`src/rtl/clock_pkg.sv`:
```
// ---------------------------------------------------------------------------
// clock_pkg
// Shared constants and types for the clock display subsystem: the time-set
// controller, the timekeeper and the display multiplexer all use these.
//   HOUR_W / MIN_W      : field widths for hour (0..23) and minute (0..59)
//   HOUR_MAX / MIN_MAX  : largest legal field values (wrap points)
//   state_t             : time-set controller mode encoding (visible on o_mode)
// ---------------------------------------------------------------------------
package clock_pkg;
  localparam int HOUR_W = 5;
  localparam int MIN_W  = 6;

  localparam logic [HOUR_W-1:0] HOUR_MAX = 5'd23;
  localparam logic [MIN_W-1:0]  MIN_MAX  = 6'd59;

  typedef enum logic [1:0] {
    ST_RUN      = 2'd0,
    ST_SET_HOUR = 2'd1,
    ST_SET_MIN  = 2'd2,
    ST_COMMIT   = 2'd3
  } state_t;
endpackage

```
`src/rtl/time_set_ctrl_if.sv`:
```
// ---------------------------------------------------------------------------
// time_set_ctrl_if
// Bundles every time_set_ctrl signal except clock and reset. Names are from
// the controller's point of view (i_ = into the controller, o_ = out of it).
//   master : the time-set controller
//   slave  : the surroundings (debouncers, timekeeper, display)
// Signals:
//   o_btn_ena                 debounce enable strobe
//   i_pulse_mode/up/down      debounced press pulses
//   i_cur_hour / i_cur_min    live time from the timekeeper
//   o_set_hour / o_set_min    edited time
//   o_load / i_load_ack       load request handshake to the timekeeper
//   o_run_ena                 timekeeper count enable
//   o_mode                    current controller mode
//   o_blink                   display blink gate
// ---------------------------------------------------------------------------
interface time_set_ctrl_if;
  import clock_pkg::*;

  logic              o_btn_ena;
  logic              i_pulse_mode;
  logic              i_pulse_up;
  logic              i_pulse_down;
  logic [HOUR_W-1:0] i_cur_hour;
  logic [MIN_W-1:0]  i_cur_min;
  logic [HOUR_W-1:0] o_set_hour;
  logic [MIN_W-1:0]  o_set_min;
  logic              o_load;
  logic              i_load_ack;
  logic              o_run_ena;
  logic [1:0]        o_mode;
  logic              o_blink;

  modport master (
    output o_btn_ena, o_set_hour, o_set_min, o_load, o_run_ena, o_mode, o_blink,
    input  i_pulse_mode, i_pulse_up, i_pulse_down, i_cur_hour, i_cur_min, i_load_ack
  );

  modport slave (
    input  o_btn_ena, o_set_hour, o_set_min, o_load, o_run_ena, o_mode, o_blink,
    output i_pulse_mode, i_pulse_up, i_pulse_down, i_cur_hour, i_cur_min, i_load_ack
  );
endinterface

```
`src/rtl/ena_prescaler.sv`:
```
// ---------------------------------------------------------------------------
// ena_prescaler
// Free-running divider producing a one-cycle enable strobe every P_DIV clock
// cycles. The count runs 0..P_DIV-1; the strobe is high while the count sits
// at P_DIV-1, so the first strobe appears P_DIV-1 cycles after reset.
// Ports:
//   i_clk  system clock
//   i_rst  asynchronous active-high reset
//   o_ena  enable strobe
// ---------------------------------------------------------------------------
module ena_prescaler #(
  parameter int P_DIV = 200000
) (
  input  logic i_clk,
  input  logic i_rst,
  output logic o_ena
);
  localparam int            CW   = (P_DIV > 1) ? $clog2(P_DIV) : 1;
  localparam logic [CW-1:0] LAST = CW'(P_DIV - 1);

  logic [CW-1:0] r_cnt;

  always_ff @(posedge i_clk or posedge i_rst) begin
    if (i_rst)              r_cnt <= '0;
    else if (r_cnt == LAST) r_cnt <= '0;
    else                    r_cnt <= r_cnt + 1'b1;
  end

  assign o_ena = (r_cnt == LAST);
endmodule

```
`src/rtl/time_set_ctrl.sv`:
```
// ---------------------------------------------------------------------------
// time_set_ctrl
// Button-driven time-setting controller. Generates the shared debounce enable
// strobe, samples the debounced press pulses once per strobe, walks
// RUN -> SET_HOUR -> SET_MIN -> COMMIT, edits hour/minute with wrap-around and
// hands the result to the timekeeper over a load/ack handshake.
// Ports:
//   i_clk  system clock
//   i_rst  asynchronous active-high reset
//   bus    time_set_ctrl_if.master (see interface file for signal list)
// Parameters:
//   P_ENA_DIV        clock cycles per enable strobe
//   P_BLINK_TICKS    strobes per blink half-period
//   P_TIMEOUT_TICKS  idle strobes before an edit is abandoned
// ---------------------------------------------------------------------------
module time_set_ctrl
  import clock_pkg::*;
#(
  parameter int P_ENA_DIV       = 200000,
  parameter int P_BLINK_TICKS   = 125,
  parameter int P_TIMEOUT_TICKS = 5000
) (
  input  logic             i_clk,
  input  logic             i_rst,
  time_set_ctrl_if.master  bus
);
  localparam int            IW        = (P_TIMEOUT_TICKS > 1) ? $clog2(P_TIMEOUT_TICKS) : 1;
  localparam int            BW        = (P_BLINK_TICKS > 1) ? $clog2(P_BLINK_TICKS) : 1;
  localparam logic [IW-1:0] IDLE_LAST = IW'(P_TIMEOUT_TICKS - 1);
  localparam logic [BW-1:0] BLNK_LAST = BW'(P_BLINK_TICKS - 1);

  // Wrapping up/down step; a value already above vmax (captured out of range)
  // snaps to 0 on the first step in either direction.
  function automatic logic [MIN_W-1:0] f_step(input logic [MIN_W-1:0] v,
                                              input logic [MIN_W-1:0] vmax,
                                              input logic             up);
    if (v > vmax)    return '0;
    else if (up)     return (v == vmax) ? '0 : v + 1'b1;
    else             return (v == '0) ? vmax : v - 1'b1;
  endfunction

  state_t            r_state, w_state_n;
  logic [HOUR_W-1:0] r_hour,  w_hour_n;
  logic [MIN_W-1:0]  r_min,   w_min_n;
  logic [IW-1:0]     r_idle,  w_idle_n;
  logic [BW-1:0]     r_bcnt,  w_bcnt_n;
  logic              r_blink, w_blink_n;

  logic w_tick, w_mode, w_up, w_dn, w_press;

  ena_prescaler #(.P_DIV(P_ENA_DIV)) u_presc (
    .i_clk (i_clk),
    .i_rst (i_rst),
    .o_ena (w_tick)
  );

  // Pulses last a whole enable period, so sampling only on the strobe sees
  // each press once. Priority mode > up > down; up+down together cancel.
  assign w_mode  = w_tick & bus.i_pulse_mode;
  assign w_up    = w_tick & ~bus.i_pulse_mode &  bus.i_pulse_up & ~bus.i_pulse_down;
  assign w_dn    = w_tick & ~bus.i_pulse_mode & ~bus.i_pulse_up &  bus.i_pulse_down;
  assign w_press = w_mode | w_up | w_dn;

  always_ff @(posedge i_clk or posedge i_rst) begin
    if (i_rst) begin
      r_state <= ST_RUN;
      r_hour  <= '0;
      r_min   <= '0;
      r_idle  <= '0;
      r_bcnt  <= '0;
      r_blink <= 1'b1;
    end else begin
      r_state <= w_state_n;
      r_hour  <= w_hour_n;
      r_min   <= w_min_n;
      r_idle  <= w_idle_n;
      r_bcnt  <= w_bcnt_n;
      r_blink <= w_blink_n;
    end
  end

  always_comb begin
    w_state_n = r_state;
    w_hour_n  = r_hour;
    w_min_n   = r_min;
    w_idle_n  = r_idle;
    w_bcnt_n  = r_bcnt;
    w_blink_n = r_blink;

    case (r_state)
      ST_RUN: begin
        if (w_mode) begin
          w_state_n = ST_SET_HOUR;
          w_hour_n  = bus.i_cur_hour;
          w_min_n   = bus.i_cur_min;
        end
      end

      ST_SET_HOUR, ST_SET_MIN: begin
        if (w_mode) begin
          w_state_n = (r_state == ST_SET_HOUR) ? ST_SET_MIN : ST_COMMIT;
        end else if (w_up || w_dn) begin
          if (r_state == ST_SET_HOUR)
            w_hour_n = HOUR_W'(f_step(MIN_W'(r_hour), MIN_W'(HOUR_MAX), w_up));
          else
            w_min_n  = f_step(r_min, MIN_MAX, w_up);
        end else if (w_tick && (r_idle == IDLE_LAST)) begin
          // Abandon the edit; nothing is loaded.
          w_state_n = ST_RUN;
        end

        if (w_press)     w_idle_n = '0;
        else if (w_tick) w_idle_n = r_idle + 1'b1;

        if (w_tick) begin
          if (r_bcnt == BLNK_LAST) begin
            w_bcnt_n  = '0;
            w_blink_n = ~r_blink;
          end else begin
            w_bcnt_n  = r_bcnt + 1'b1;
          end
        end
      end

      ST_COMMIT: begin
        // Presses are ignored here; only the ack (sampled every cycle) leaves.
        if (bus.i_load_ack) w_state_n = ST_RUN;
      end

      default: w_state_n = ST_RUN;
    endcase

    // Every mode change starts with a fresh timeout and the blink gate on.
    if (w_state_n != r_state) begin
      w_idle_n  = '0;
      w_bcnt_n  = '0;
      w_blink_n = 1'b1;
    end
  end

  assign bus.o_btn_ena  = w_tick;
  assign bus.o_set_hour = r_hour;
  assign bus.o_set_min  = r_min;
  assign bus.o_load     = (r_state == ST_COMMIT);
  assign bus.o_run_ena  = (r_state == ST_RUN);
  assign bus.o_mode     = r_state;
  assign bus.o_blink    = r_blink;
endmodule

```
`src/flat_wrapper.sv`:
```
// flat-port wrapper written by rule: the top's interface ports become plain ports
module time_set_ctrl_flat import clock_pkg::*;
#(
  parameter int P_ENA_DIV       = 200000,
  parameter int P_BLINK_TICKS   = 125,
  parameter int P_TIMEOUT_TICKS = 5000
)
  (i_clk, i_rst, bus_o_btn_ena, bus_o_set_hour, bus_o_set_min, bus_o_load, bus_o_run_ena, bus_o_mode, bus_o_blink, bus_i_pulse_mode, bus_i_pulse_up, bus_i_pulse_down, bus_i_cur_hour, bus_i_cur_min, bus_i_load_ack);
  time_set_ctrl_if bus_i ();
  input  logic i_clk;
  input  logic i_rst;
  output wire logic [$bits(bus_i.o_btn_ena)-1:0] bus_o_btn_ena;
  output wire logic [$bits(bus_i.o_set_hour)-1:0] bus_o_set_hour;
  output wire logic [$bits(bus_i.o_set_min)-1:0] bus_o_set_min;
  output wire logic [$bits(bus_i.o_load)-1:0] bus_o_load;
  output wire logic [$bits(bus_i.o_run_ena)-1:0] bus_o_run_ena;
  output wire logic [$bits(bus_i.o_mode)-1:0] bus_o_mode;
  output wire logic [$bits(bus_i.o_blink)-1:0] bus_o_blink;
  input wire logic [$bits(bus_i.i_pulse_mode)-1:0] bus_i_pulse_mode;
  input wire logic [$bits(bus_i.i_pulse_up)-1:0] bus_i_pulse_up;
  input wire logic [$bits(bus_i.i_pulse_down)-1:0] bus_i_pulse_down;
  input wire logic [$bits(bus_i.i_cur_hour)-1:0] bus_i_cur_hour;
  input wire logic [$bits(bus_i.i_cur_min)-1:0] bus_i_cur_min;
  input wire logic [$bits(bus_i.i_load_ack)-1:0] bus_i_load_ack;
  assign bus_o_btn_ena = bus_i.o_btn_ena;
  assign bus_o_set_hour = bus_i.o_set_hour;
  assign bus_o_set_min = bus_i.o_set_min;
  assign bus_o_load = bus_i.o_load;
  assign bus_o_run_ena = bus_i.o_run_ena;
  assign bus_o_mode = bus_i.o_mode;
  assign bus_o_blink = bus_i.o_blink;
  assign bus_i.i_pulse_mode = bus_i_pulse_mode;
  assign bus_i.i_pulse_up = bus_i_pulse_up;
  assign bus_i.i_pulse_down = bus_i_pulse_down;
  assign bus_i.i_cur_hour = bus_i_cur_hour;
  assign bus_i.i_cur_min = bus_i_cur_min;
  assign bus_i.i_load_ack = bus_i_load_ack;
  time_set_ctrl #(.P_ENA_DIV(P_ENA_DIV), .P_BLINK_TICKS(P_BLINK_TICKS), .P_TIMEOUT_TICKS(P_TIMEOUT_TICKS)) u_core (.i_clk(i_clk), .i_rst(i_rst), .bus(bus_i));
endmodule
```
`config.mk`:
```
export PLATFORM = sky130hd
export DESIGN_NAME = time_set_ctrl_flat
export DESIGN_NICKNAME = d
export VERILOG_FILES = /design/src/rtl/clock_pkg.sv /design/src/rtl/time_set_ctrl_if.sv /design/src/rtl/ena_prescaler.sv /design/src/rtl/time_set_ctrl.sv /design/src/flat_wrapper.sv
export SDC_FILE = /design/constraint.sdc
export NUM_CORES = 1
export LEC_CHECK = 0
export ABC_AREA = 1
export BUFFER_PORTS_ARGS = -buffer_cell sky130_fd_sc_hd__buf_4
export CAP_MARGIN = 20
export CORE_AREA = 2 2 88 90
export CTS_BUF_LIST = sky130_fd_sc_hd__clkbuf_4 sky130_fd_sc_hd__clkbuf_8
export CTS_CLUSTER_DIAMETER = 50
export DETAILED_ROUTE_END_ITERATION = 8
export DIE_AREA = 0 0 90 92
export HOLD_SLACK_MARGIN = 0.05
export PLACE_DENSITY = 0.71
export SYNTH_ARGS = -nofsm -noshare
export SYNTH_HDL_FRONTEND = slang
export SYNTH_SLANG_ARGS = --single-unit
export TNS_END_PERCENT = 100
```
`constraint.sdc`:
```
create_clock -name i_clk -period 2.16 [get_ports i_clk]
set_input_delay 0.54 -clock i_clk [delete_from_list [all_inputs] [get_ports i_clk]]
set_output_delay 0.54 -clock i_clk [all_outputs]
set_load 0.1 [all_outputs]
```
# After elaboration in Yosys (flattened, before gate mapping)
# Cells that the tools add are included.
[totals] reg_bits=52 input_bits=17 out_inout_bits=17 wordCells=96
[op_classes] n_addsub=7 magnitude_cmp=2 n_eq_ne=14 mux=38 bitwise_logic=12 n_reduce_logical=16
[op_table] cell="13-bit 2-to-1 mux" n=4
[op_table] cell="6-bit 2-to-1 mux" n=8
[op_table] cell="5-bit 2-to-1 mux" n=8
[op_table] cell="7-bit 2-to-1 mux" n=4
[op_table] cell="18-bit by 1-bit adder with 18-bit output, second input constant" n=1
[op_table] cell="18-bit equality test, second input constant" n=1
[op_table] cell="18-bit 2-to-1 mux" n=1
[op_table] cell="13-bit by 1-bit adder with 13-bit output, second input constant" n=1
[op_table] cell="13-bit equality test, second input constant" n=1
[op_table] cell="6-bit case mux with 2 select lines" n=1
[op_table] cell="2-bit 2-to-1 mux" n=5
[op_table] cell="5-bit case mux with 2 select lines" n=1
[op_table] cell="5-bit AND reduction" n=2
[op_table] cell="2-bit nonzero test" n=4
[op_table] cell="7-bit by 1-bit adder with 7-bit output, second input constant" n=1
[op_table] cell="7-bit equality test, second input constant" n=1
[op_table] cell="6-bit by 1-bit adder with 6-bit output, second input constant" n=1
[op_table] cell="1-bit AND" n=6
[op_table] cell="6-bit equality test, second input constant" n=1
[op_table] cell="6-bit greater-than comparator, second input constant" n=1
[op_table] cell="6-bit zero test" n=1
[op_table] cell="2-bit by 1-bit != test with 1-bit output, second input constant" n=3
[op_table] cell="2-bit case mux with 3 select lines" n=1
[op_table] cell="6-bit by 1-bit subtractor with 6-bit output, second input constant" n=1
[op_table] cell="19 further kinds" n=30

# Logic depth before layout (Yosys ltp)
# Gate-level depths: netlist (run 1).
[logic_depth] word_depth=11 ltp_mapped=19 mapped_depth_nobuf=17

# Cells and area by module
# Synthesis (run 1) repeated with hierarchy kept, for this count alone.
[hier_totals] cells_unflattened=486 area_unflattened_um2=3513.4
[modules_own_cells] module="time_set_ctrl" instances=1 cells_per_inst=358 area_per_inst_um2=2496.1 seq_area_each_um2=852.1
[modules_own_cells] module="ena_prescaler" instances=1 cells_per_inst=128 area_per_inst_um2=1017.2 seq_area_each_um2=450.4

# Worst setup path after synthesis (run 1)
# OpenSTA, ideal clock, no wires.
[synth_path] kind="reg-to-reg" start="reg u_core.r_state[1], in the netlist u_core.bus.o_mode[1]" end="reg u_core.r_idle[2]" setup_ps=66 arrival_time_ps=3148 required_ps=2094 slack_ps=-1054 path_stages_with_launch=13 n_path_buf=1 synth_period_minus_slack_ps=3214 path_cell_list="dfrtp_1 ha_1 inv_1 o31ai_1 inv_1 nand2_1 nor2_1 nor2_4 nand2_4 nor2_8 buf_6 nand2_1 nand2_1"
[synth_between] word_cells_on_any_way=17 classes_between="eq/ne (4); mux (8); reduce/logical (5)"
[synth_rtl] item="start, declared" line="time_set_ctrl.sv:42" rtl="state_t r_state, w_state_n;"
[synth_rtl] item="start signal, assigned" line="time_set_ctrl.sv:73" rtl="r_state <= w_state_n;"
[synth_rtl] item="2-bit equality test *"
[synth_rtl] item="named net bus_o_load" line="flat_wrapper.sv:15" rtl="output wire logic [$bits(bus_i.o_load)-1:0] bus_o_load;"
[synth_rtl] item="2-bit case mux with 3 select lines *" line="time_set_ctrl.sv:90" rtl="case (r_state)"
[synth_rtl] item="2-bit != test *" line="time_set_ctrl.sv:134" rtl="if (w_state_n != r_state) begin"
[synth_rtl] item="3-bit nonzero test (no source line) or 2-bit nonzero test (tied branches)"
[synth_rtl] item="2-bit AND reduction (no source line)"
[synth_rtl] item="end signal, assigned" line="time_set_ctrl.sv:76" rtl="r_idle <= w_idle_n;"
[synth_rtl] item="end, declared" line="time_set_ctrl.sv:45" rtl="logic [IW-1:0] r_idle, w_idle_n;"
# Mark *: on every way through the listed nets, which the timed path passes. The rest lies on a longest branch.
# A chain may end at the register's enable or synchronous reset.

# Worst setup path in the final report (run 1)
[layout_path] start="reg u_core.u_presc.r_cnt[0]" end="out bus_o_btn_ena"
[layout_between] elab_chain_cells=1
[layout_lines] item="start, declared" line="ena_prescaler.sv:21" rtl="logic [CW-1:0] r_cnt;"
[layout_lines] item="start signal, assigned" line="ena_prescaler.sv:26" rtl="else r_cnt <= r_cnt + 1'b1;"
[layout_lines] item="18-bit equality test" line="ena_prescaler.sv:29" rtl="assign o_ena = (r_cnt == LAST);"
[layout_lines] item="end, declared" line="flat_wrapper.sv:12" rtl="output wire logic [$bits(bus_i.o_btn_ena)-1:0] bus_o_btn_ena;"
# No other way between the ends.

==> impl_metrics.tcl, run 1 <==
set metrics [dict create \
    status "complete, no violations" \
    final_area_sq_um 4533 \
    crit_buf_inv 3 \
    cts-buffers-inserted 5 \
    yosys_warnings 0 \
    ctsRootBufferMaster "clkbuf_8" \
    ys_ff_latch 52 \
    drc 0 \
    routed_wl_um 8809 \
    grt_pass1_wl_um 14990 \
    first_iter_violations 218 \
    cts_buffer_depth 2 \
    worst_pin_slew_ns 0.5084 \
    diodes 0 \
    cpMostUsedCell "nand3_2" \
    synth_cells 500 \
    final_util_pct 60.87 \
    dp_hpwl_um 6247 \
    cp_cell_sequence "ha_4, nand3_2, inv_2, nand3_2, nor2_4, buf_6, buf_12" \
    p_leak_nw 2.171 \
    r2r_slack_ns 0.06 \
    powerDensity_nw_per_um2 356.1 \
    ant_nets 0 \
    die_w_um 90 \
    placeableCoreArea_sq_um 7447 \
    port_buffers 33 \
    synth_ff_type "dfrtp_1" \
    fin_crit_ns 2.124 \
    syn-cell-area_sq_um 3612 \
    clock_sinks 52 \
    avgSynthCellArea_sq_um 7.224 \
    rr_endpoint "u_core.r_idle[9]" \
    start_util_pct 48.50 \
    synth_cell_type_count 39 \
    gp_congestion 0.9370 \
    nNetsFinal 593 \
    firstDrtPassIters 5 \
    wire_per_inst_um 13.23 \
    die_area_sq_um 8280 \
    fin_tns_setup_ns 0 \
    die_h_um 92 \
    cts_tree "yes" \
    synthTopCellsByArea "dfrtp_1 35%, nand2_1 10%, inv_1 7.3%" \
    num_rows 32 \
    overflow 0 \
    clk_latency_ns 0.32 \
    hold_buffers 0 \
    io_pins 34 \
    crit_fanout 4 \
    whs_ns 0.2008 \
    clk_pin_slew_ns 0.10 \
    path_delay_family "flip-flops" \
    grt_usage_pct 22.03 \
    rsz0062_at_grt "yes" \
    setup_viol 0 \
    synth-edff-count 0 \
    hold_path.class "input port to asynchronous set/reset pin" \
    grt_pass1_vias 3365 \
    vias 3591 \
    synth_nets 530 \
    drive_gt1_share_pct 24.65 \
    synthArstFlopShare_pct 100.0 \
    cp-end-kind "output port" \
    rr_worst_depth 17 \
    area_growth_pct 25.49 \
    placed_area_sq_um 4185 \
    yosysSeqAreaShare_pct 36.06 \
    antenna_found_initial 0 \
    finalHoldViolations 0 \
    synthDominantCellAreaShare_pct 35.33 \
    fin_crit_sh_pct 98.33 \
    slew-limit-headroom_pct 65.79 \
    crit-reg2reg-launch "u_core.u_presc.r_cnt[0]" \
    cp.required_ns 1.62 \
    startpoint_type "flip-flop" \
    critical-path-max-stage-delay_ns 0.41 \
    arrival_ns 1.58 \
    yosysMostFrequentCell "nand2_1" \
    worstSetupEndpoint "bus_o_btn_ena" \
    cts.htree.levels 2 \
    critPathSlowestCell "dfrtp_1" \
    synth_top_cell_by_area "dfrtp_1" \
    fin_skew_ns 0.01197 \
    grt_max_degree 38 \
    critical_path_cell_count 7 \
    max_freq_mhz 470.8 \
    yosys-top-cells-count "98 x nand2_1, 70 x inv_1, 57 x nor2_1, 51 x dfrtp_1, 29 x nand3_1" \
    crit_start "u_core.u_presc.r_cnt[0]" \
    slew_viol_final 0 \
    irDropWorstVdd_mv 0.1925 \
    crit_type "flip-flop to output port" \
    maxCapViolCount 0 \
    vias_per_cell 5.392 \
]
==> sequential cells by signal, summed over array words and instances, names as in the netlist <==
signal and cells:
u_core.r_idle 13, u_core.bus.o_blink 1, u_core.r_bcnt 7, u_core.bus.o_mode 2, u_core.bus.o_set_min 6, u_core.u_presc.r_cnt 18, u_core.bus.o_set_hour 5
==> stage by stage <==
step / std cells / power, mW / setup slack (ns)
finish: 666 / 1.614 / 0.03601
global route: 666 / 1.682 / -0.1320
CTS: 657 / 1.637 / -0.04721
detailed placement: 646 / 1.047 / -0.07344
global placement: 646 / 1.047 / 0.006307
floorplan: 500 / 1.010 / -0.1512
==> layout make-up <==
cell class	count	area [sq um]
multi-input combinational	362	2160
fill	697	2914
sequential	52	1311
clock inverter	3	22.52
tap	102	127.6
clock buffer	5	68.82
timing repair buffer	65	554.3
inverter	77	289.0
==> worst min path at each step <==
stage | end | depth (start not counted)
after floorplan | u_core.u_presc.r_cnt[0] | 1
after global placement | u_core.u_presc.r_cnt[0] | 1
after detailed placement | u_core.u_presc.r_cnt[0] | 1
after CTS | u_core.u_presc.r_cnt[6] | 2
after global routing | u_core.u_presc.r_cnt[6] | 2
final | u_core.u_presc.r_cnt[6] | 2
==> cells by family (layout without fill, tap and decap cells) <==
family	count (synthesis)	count (layout)	share of synthesized area (%)
buf+inv	90	150	9.872
compound gates	73	73	12.23
flops	52	52	36.06
fa+ha+maj	13	13	4.503
simple gates	249	253	31.76
xor+xnor	23	23	5.577
==> cells in the final DEF (no fill, tap or decap), types with 2 or more instances in the layout <==
cell type   n
buf_4      59
nand2_1    92
dfrtp_1    44
nor3b_1     2
nand3_1    22
nor3_1     17
buf_12      5
inv_1      62
nor2_4      9
xor2_1     19
nor2_1     53
nor3_2      3
nand2_4     2
inv_2      15
ha_4        3
a31oi_1     3
or2_4       2
nand3_2     9
nand4_1    23
clkbuf_8    5
ha_1        9
nor4_1      5
o31ai_1     3
o211ai_1    7
xnor2_1     4
a21oi_1    26
dfrtp_2     7
a22oi_1    10
o21ai_0    15
nand2_2     9
o21a_1      2
==> per-layer routing <==
metal | share of wire (%) | track usage, % | vias up
met1 | 45 | 27.91 | 1704
met4 | 1.3 | 7.692 | 0
met5 | 0 | 0 | -
li1 | - | - | 1790
met3 | 3.8 | 3.369 | 11
met2 | 50 | 38.41 | 86
==> timing repair <==
action / in CTS / in global routing
pin swaps: 2 / 17
endpoints found under the setup margin: 26 / 35
setup buffers: 1 / 7
cloned: 2 / 2
resized for setup: 8 / 38
==> where the power goes <==
group	total (mW)	switching, mW	internal [mW]	leakage (nW)
Combinational	0.0553	0.0320	0.0234	1.48
Sequential	0.973	0	0.973	0.641
Clock	0.586	0.353	0.233	0.0485
Total	1.61	0.385	1.23	2.17
Power figures use the tool's default switching activity.
==> run 2: changes to the inputs <==
--- a/config.mk
+++ b/config.mk
@@ -8,13 +8,15 @@
 export ABC_AREA = 1
 export BUFFER_PORTS_ARGS = -buffer_cell sky130_fd_sc_hd__buf_4
 export CAP_MARGIN = 20
-export CORE_AREA = 2 2 88 90
+export CELL_PAD_IN_SITES_DETAIL_PLACEMENT = 1
+export CELL_PAD_IN_SITES_GLOBAL_PLACEMENT = 2
+export CORE_AREA = 2 2 110 112
 export CTS_BUF_LIST = sky130_fd_sc_hd__clkbuf_4 sky130_fd_sc_hd__clkbuf_8
 export CTS_CLUSTER_DIAMETER = 50
 export DETAILED_ROUTE_END_ITERATION = 8
-export DIE_AREA = 0 0 90 92
+export DIE_AREA = 0 0 112 114
 export HOLD_SLACK_MARGIN = 0.05
-export PLACE_DENSITY = 0.71
+export PLACE_DENSITY_LB_ADDON = 0.1
 export SYNTH_ARGS = -nofsm -noshare
 export SYNTH_HDL_FRONTEND = slang
 export SYNTH_SLANG_ARGS = --single-unit
==> run 2 against run 1 <==
Effect of this change:
- the run now ends with setup timing left
- sequential cell count unchanged
- power up 3.5%
- via count grew 1.7%
- hold slack improved by 0.014 ns
- critical endpoint unchanged
- highest routed layer unchanged
==> impl_metrics.tcl, run 2 (synthesis results as in run 1) <==
set metrics [dict create \
    status "finished, violations left" \
    violations "setup timing" \
    fin_crit_ns 2.251 \
    firstDrtPassIters 4 \
    setup_slack_ns -0.09093 \
    pwr-share-clk_pct 38.2 \
    crit_type "flip-flop to output port" \
    grt_usage_pct 18.27 \
    clock_sinks 52 \
    place_inst 727 \
    most-common-layout-cells "94 x buf_4, 73 x nand2_1, 63 x inv_1, 49 x nor2_1, 45 x dfrtp_1" \
    crit-reg2reg-launch "u_core.u_presc.r_cnt[0]" \
    arrival_ns 1.71 \
    die_area_sq_um 12770 \
    p_int_mw 1.261 \
    setup_viol 20 \
    port_buffers 33 \
    overflow 0 \
    wire_per_inst_um 14.76 \
    crit_fanout 5 \
    cp.required_ns 1.62 \
    powerDensity_nw_per_um2 336.1 \
    place_ws_ns -0.1130 \
    gp_congestion 0.7893 \
    antenna_found_initial 0 \
    io_pins 34 \
    p_leak_nw 2.368 \
    cp-end-kind "output port" \
    top_register "u_core.u_presc.r_cnt" \
    placeableCoreArea_sq_um 11710 \
    grt_max_degree 23 \
    clk_latency_ns 0.33 \
    rsz0062_at_grt "yes" \
    num_rows 40 \
    max_freq_mhz 444.3 \
    maxCapViolCount 0 \
    fin_crit_sh_pct 104.2 \
    cts-buffers-inserted 5 \
    ant_nets 0 \
    hold_buffers 0 \
    power_switching_uw 410.7 \
    pwr-share-comb_pct 3.6 \
    finalHoldViolations 0 \
    die_w_um 112 \
    path_delay_family "buffers and inverters" \
    slew_viol_final 0 \
    slew-limit-headroom_pct 66.39 \
    final_util_pct 42.46 \
    startpoint_type "flip-flop" \
    critPathSlowestCell "dfrtp_1" \
    cpMostUsedCell "nand3_2" \
    nNetsFinal 629 \
    cts_tree "yes" \
    dp_hpwl_um 8268 \
    cp_cell_sequence "ha_2, nand3_2, inv_2, nand3_2, nor2_4, buf_4, buf_6, buf_12" \
    fin_skew_ns 0.009638 \
    worst_pin_slew_ns 0.4995 \
    crit_buf_inv 4 \
    rr_worst_depth 16 \
    routed_wl_um 11030 \
    drive_gt1_share_pct 33.17 \
    largest_register_ffs 18 \
    reg.largest.list "u_core.u_presc.r_cnt x18, u_core.r_idle x13, u_core.r_bcnt x7" \
    vias 3651 \
    area_growth_pct 37.65 \
    diodes 0 \
    r2r_slack_ns -0.05 \
    layout_commonest_cell "buf_4" \
    grt_pass1_wl_um 18950 \
    start_util_pct 30.84 \
    swShare_pct 24.58 \
    cts.htree.levels 2 \
    seqPwrFrac_pct 58.2 \
    clk_pin_slew_ns 0.11 \
    hold_path.class "input port to asynchronous set/reset pin" \
    ctsRootBufferMaster "clkbuf_8" \
    vias_per_cell 4.888 \
    irDropWorstVdd_mv 0.2103 \
    rr_endpoint "u_core.r_bcnt[0]" \
    drc 0 \
    critical-path-max-stage-delay_ns 0.37 \
    cts_buffer_depth 2 \
    instances_no_fill 747 \
    die_h_um 114 \
    grt_pass1_vias 3873 \
    p_total_mw 1.671 \
    first_iter_violations 84 \
]
==> run 2: worst register-to-register path: cells and delay by family, from the launching register on <==
kind            cells  cell delay (ns)
compound gates      1             0.15
fa+ha+maj           1             0.19
buf+inv             2             0.25
flops               1             0.37
simple gates       12             1.21
==> run 2: how the worst max path moves through the flow <==
| stage | slack (ns) | from | depth (start not counted) | end |
|---|---|---|---|---|
| 2_1_floorplan | -0.15 | u_core.bus.o_mode[1] | 14 | u_core.r_idle[2] |
| 3_3_place_gp | -0.02 | u_core.u_presc.r_cnt[15] | 15 | u_core.r_idle[9] |
| 3_5_place_dp | -0.11 | u_core.u_presc.r_cnt[0] | 15 | u_core.r_idle[5] |
| 4_1_cts | -0.06 | u_core.u_presc.r_cnt[0] | 7 | bus_o_btn_ena |
| 5_1_grt | -0.22 | u_core.u_presc.r_cnt[1] | 16 | u_core.r_idle[3] |
| 6_report | -0.09 | u_core.u_presc.r_cnt[0] | 8 | bus_o_btn_ena |
==> run 2: stage by stage <==
stage	setup TNS (ns)	hold WS, ns	cell area [sq um]
3_3_place_gp	-0.4082	0.4986	4537
6_report	-0.5271	0.2148	4972
4_1_cts	-0.05508	0.2114	4750
5_1_grt	-4.246	0.2205	4972
3_5_place_dp	-1.963	0.5125	4537
2_1_floorplan	-2.451	0.4329	3667
==> run 2: routing by layer <==
metal	global-route usage (%)	share of wire, %
met1	23.14	46
met2	32.24	51
met3	3.985	2.3
met4	3.821	0.94
met5	0	0
==> run 2: timing repair <==
action                     CTS  global route
cloned                       0             1
pin swaps                    5            22
buffers inserted             4             7
setup endpoints to repair   29            34
gates resized for setup     19            47
==> run 2: layout make-up <==
class,count,area (sq um)
clock buffers,6,82.58
clock inverters,2,15.01
fillers,1458,6739
inverters,77,292.8
multi-input cells,358,2175
flip-flops and latches,52,1310
well taps,147,183.9
repair buffers,105,913.4
==> run 2: power by group through the flow <==
stage	logic (mW)	clock network [mW]	registers, mW
global route	0.0685	0.707	0.973
CTS	0.0625	0.681	0.973
detailed placement	0.0618	0	0.992
global placement	0.0611	0	0.992
floorplan	0.0183	0	0.992
finish	0.0607	0.638	0.973
==> run 3: changes to the inputs <==
--- a/config.mk
+++ b/config.mk
@@ -5,16 +5,16 @@
 export SDC_FILE = /design/constraint.sdc
 export NUM_CORES = 1
 export LEC_CHECK = 0
-export ABC_AREA = 1
+export ABC_AREA = 0
 export BUFFER_PORTS_ARGS = -buffer_cell sky130_fd_sc_hd__buf_4
 export CAP_MARGIN = 20
 export CELL_PAD_IN_SITES_DETAIL_PLACEMENT = 1
 export CELL_PAD_IN_SITES_GLOBAL_PLACEMENT = 2
-export CORE_AREA = 2 2 110 112
+export CORE_AREA = 2 2 104 106
 export CTS_BUF_LIST = sky130_fd_sc_hd__clkbuf_4 sky130_fd_sc_hd__clkbuf_8
 export CTS_CLUSTER_DIAMETER = 50
 export DETAILED_ROUTE_END_ITERATION = 8
-export DIE_AREA = 0 0 112 114
+export DIE_AREA = 0 0 106 108
 export HOLD_SLACK_MARGIN = 0.05
 export PLACE_DENSITY_LB_ADDON = 0.1
 export SYNTH_ARGS = -nofsm -noshare
==> run 3 against run 2 <==
Effect of this change:
- the run still ends with setup timing left
- sequential share of layout area grew 0.53 points
- power is 7.3% higher
- highest routed layer unchanged
- largest power group unchanged
- non-clock buffer count rose by 10
==> impl_metrics.tcl, run 3 <==
set metrics [dict create \
    nNetsFinal 526 \
    swShare_pct 23.37 \
    io_pins 34 \
    first_iter_violations 83 \
    grt_usage_pct 18.71 \
    synth_cell_type_count 64 \
    die_h_um 108 \
    overflow 0 \
    synthTopCellsByArea "dfrtp_1 37%, xor2_1 5.1%, ha_1 4.7%" \
    instances_no_fill 633 \
    most-common-layout-cells "102 x buf_4, 49 x dfrtp_1, 36 x nor2_1, 31 x nand2_1, 20 x xor2_1" \
    avgSynthCellArea_sq_um 8.701 \
    layout_commonest_cell "buf_4" \
    fin_crit_sh_pct 108.4 \
    grt_pass1_vias 3452 \
    placed_area_sq_um 4403 \
    synthArstFlopShare_pct 100.0 \
    pwr-share-clk_pct 41.0 \
    grt_max_degree 33 \
    rr_worst_depth 9 \
    critical-path-max-stage-delay_ns 0.57 \
    pwr-share-comb_pct 4.6 \
    ctsRootBufferMaster "clkbuf_8" \
    rr_endpoint "u_core.bus.o_set_min[5]" \
    regArea_sq_um 1305 \
    final_area_sq_um 4856 \
    area_growth_pct 41.64 \
    synthAdderAreaFrac_pct 4.745 \
    synth_top_family_by_area "simple AND/OR/NAND/NOR gates" \
    p_total_mw 1.793 \
    cts_tree "yes" \
    seqPwrFrac_pct 54.4 \
    synthDominantCellAreaShare_pct 37.23 \
    ant_nets 0 \
    yosysMostFrequentCell "dfrtp_1" \
    fin_skew_ns 0.01229 \
    arrival_ns 2.57 \
    hold_path.class "input port to asynchronous set/reset pin" \
    synth_cells 394 \
    synth_top_cell_by_area "dfrtp_1" \
    powerDensity_nw_per_um2 369.3 \
    top_register "u_core.u_presc.r_cnt" \
    vias 3284 \
    irDropWorstVdd_mv 0.2179 \
    cp-end-kind "flip-flop" \
    reg.largest.list "u_core.u_presc.r_cnt x18, u_core.r_idle x13, u_core.r_bcnt x7" \
    port_buffers 33 \
    whs_ns 0.2387 \
    synth_nets 424 \
    synthSimpleGateAreaFrac_pct 26.20 \
    crit_type "flip-flop to flip-flop" \
    cp.required_ns 2.39 \
    cts_buffer_depth 2 \
    synth_xor_xnor_area_share_pct 8.431 \
    drive_gt1_share_pct 39.03 \
    setup_viol 33 \
    max_freq_mhz 427.3 \
    crit_fanout 7 \
    diodes 0 \
    routed_wl_um 10280 \
    multi_input_area_sq_um 2260 \
    synth_ff_type "dfrtp_1" \
    startpoint_type "flip-flop" \
    cts-buffers-inserted 5 \
    violations "setup timing" \
    finalHoldViolations 0 \
    nFillCells 1205 \
    yosysSeqAreaShare_pct 37.99 \
    fin_crit_ns 2.340 \
    worst_pin_slew_ns 0.5115 \
    ys_ff_latch 52 \
    slew_viol_final 0 \
    firstDrtPassIters 4 \
    synth_compound_gate_area_share_pct 17.37 \
    grt_pass1_wl_um 17020 \
    final_util_pct 47.46 \
    power_switching_uw 419.0 \
    rsz0062_at_grt "yes" \
    wire_per_inst_um 16.25 \
    clk_latency_ns 0.33 \
    synthMuxAreaShare_pct 0.2920 \
    syn-cell-area_sq_um 3428 \
    dp_hpwl_um 7516 \
    critPathSlowestCell "or4_4" \
    num_rows 37 \
    r2r_slack_ns -0.18 \
    clk_pin_slew_ns 0.11 \
    synth-edff-count 0 \
    maxCapViolCount 0 \
    place_inst 612 \
    p_leak_nw 2.154 \
    gp_congestion 0.8083 \
    yosys-top-cells-count "51 x dfrtp_1, 37 x nor2_1, 35 x nand2_1, 28 x a21oi_1, 20 x xor2_1" \
    p_int_mw 1.374 \
    clock_sinks 52 \
    antenna_found_initial 0 \
    die_area_sq_um 11450 \
    vias_per_cell 5.188 \
    largest_register_ffs 18 \
    cts.htree.levels 2 \
    hold_buffers 0 \
    drc 0 \
    die_w_um 106 \
    crit-reg2reg-launch "u_core.u_presc.r_cnt[15]" \
    status "finished, violations left" \
    cp_cell_sequence "nor4bb_2, and4_4, buf_6, a31oi_4, a2bb2oi_2, or4_4, buf_6, nand2_2, o21ai_1" \
    yosys_warnings 0 \
    cpMostUsedCell "buf_6" \
    placeableCoreArea_sq_um 10230 \
    setup_slack_ns -0.1804 \
    slew-limit-headroom_pct 65.86 \
    start_util_pct 33.51 \
]
## run 3: changes by cell type in the layout (fill, tap and decap cells not counted), sizes merged, moves of 11 or more
cell and delta:
and3 +14, buf +11, inv -57, nand2 -68
nand3 -14, nand4 -15, nor2 -20
## run 3: metal layers
| layer | vias up | track usage, % | share of wire (%) |
|---|---|---|---|
| met1 | 1633 | 22.56 | 45 |
| met2 | 33 | 34.61 | 52 |
| met4 | 0 | 5.451 | 1.8 |
| met5 | - | 0 | 0 |
| met3 | 10 | 2.773 | 2.0 |
| li1 | 1608 | - | - |
## run 3: worst max-delay path by stage
stage | startpoint | end | slack (ns) | cells past startpoint
detailed placement | u_core.r_idle[3] | u_core.r_idle[5] | -0.23 | 8
finish | u_core.u_presc.r_cnt[15] | u_core.bus.o_set_min[5] | -0.18 | 9
global placement | bus_i_pulse_down | u_core.r_idle[8] | -0.18 | 10
CTS | u_core.u_presc.r_cnt[14] | bus_o_btn_ena | -0.21 | 5
floorplan | u_core.bus.o_mode[1] | u_core.r_idle[11] | -0.37 | 9
global route | u_core.u_presc.r_cnt[14] | u_core.bus.o_set_min[5] | -0.29 | 9
## run 3: cells by family after synthesis
| kind of cell | after synthesis |
|---|---|
| adders and majority gates | 13 |
| and+or+nand+nor | 167 |
| DFF | 52 |
| AOI/OAI and AO/OA | 89 |
| muxes | 1 |
| buffers and inverters | 39 |
| xor gates and xnor gates | 33 |
## run 3: final cells by class
class,instances,area share (%)
repair buffers,115,19.32
clock buffers,6,1.572
multi-input cells,304,46.53
clock inverters,2,0.7988
inverters,18,1.391
well taps,136,3.504
flip-flops and latches,52,26.87
## run 3: power by group through the flow
stage / Clock (mW) / Sequential (mW) / Combinational [mW]
2_1_floorplan: 0 / 0.994 / 0.0329
3_3_place_gp: 0 / 0.994 / 0.0806
3_5_place_dp: 0 / 0.994 / 0.0813
4_1_cts: 0.762 / 0.975 / 0.0845
5_1_grt: 0.800 / 0.976 / 0.0926
6_report: 0.735 / 0.975 / 0.0827
## run 3: repair_timing
item / CTS / global route
gates resized for setup: 29 / 21
gates cloned: 1 / 0
setup buffers: 9 / 6
setup endpoints to repair: 33 / 34
pin swaps: 17 / 10
## run 3: worst max-delay path, delay by kind of cell, from the launching register on
family,cells,cell delay [ns]
AOI/OAI and AO/OA,3,0.30
and+or+nand+nor,4,1.22
DFF,1,0.43
buffers and inverters,2,0.29
## run 3: through the flow
stage | TNS (ns) | setup WS [ns]
2_1_floorplan | -8.465 | -0.3658
3_3_place_gp | -3.311 | -0.1837
3_5_place_dp | -4.495 | -0.2319
4_1_cts | -2.836 | -0.2142
5_1_grt | -5.947 | -0.2913
6_report | -2.818 | -0.1804
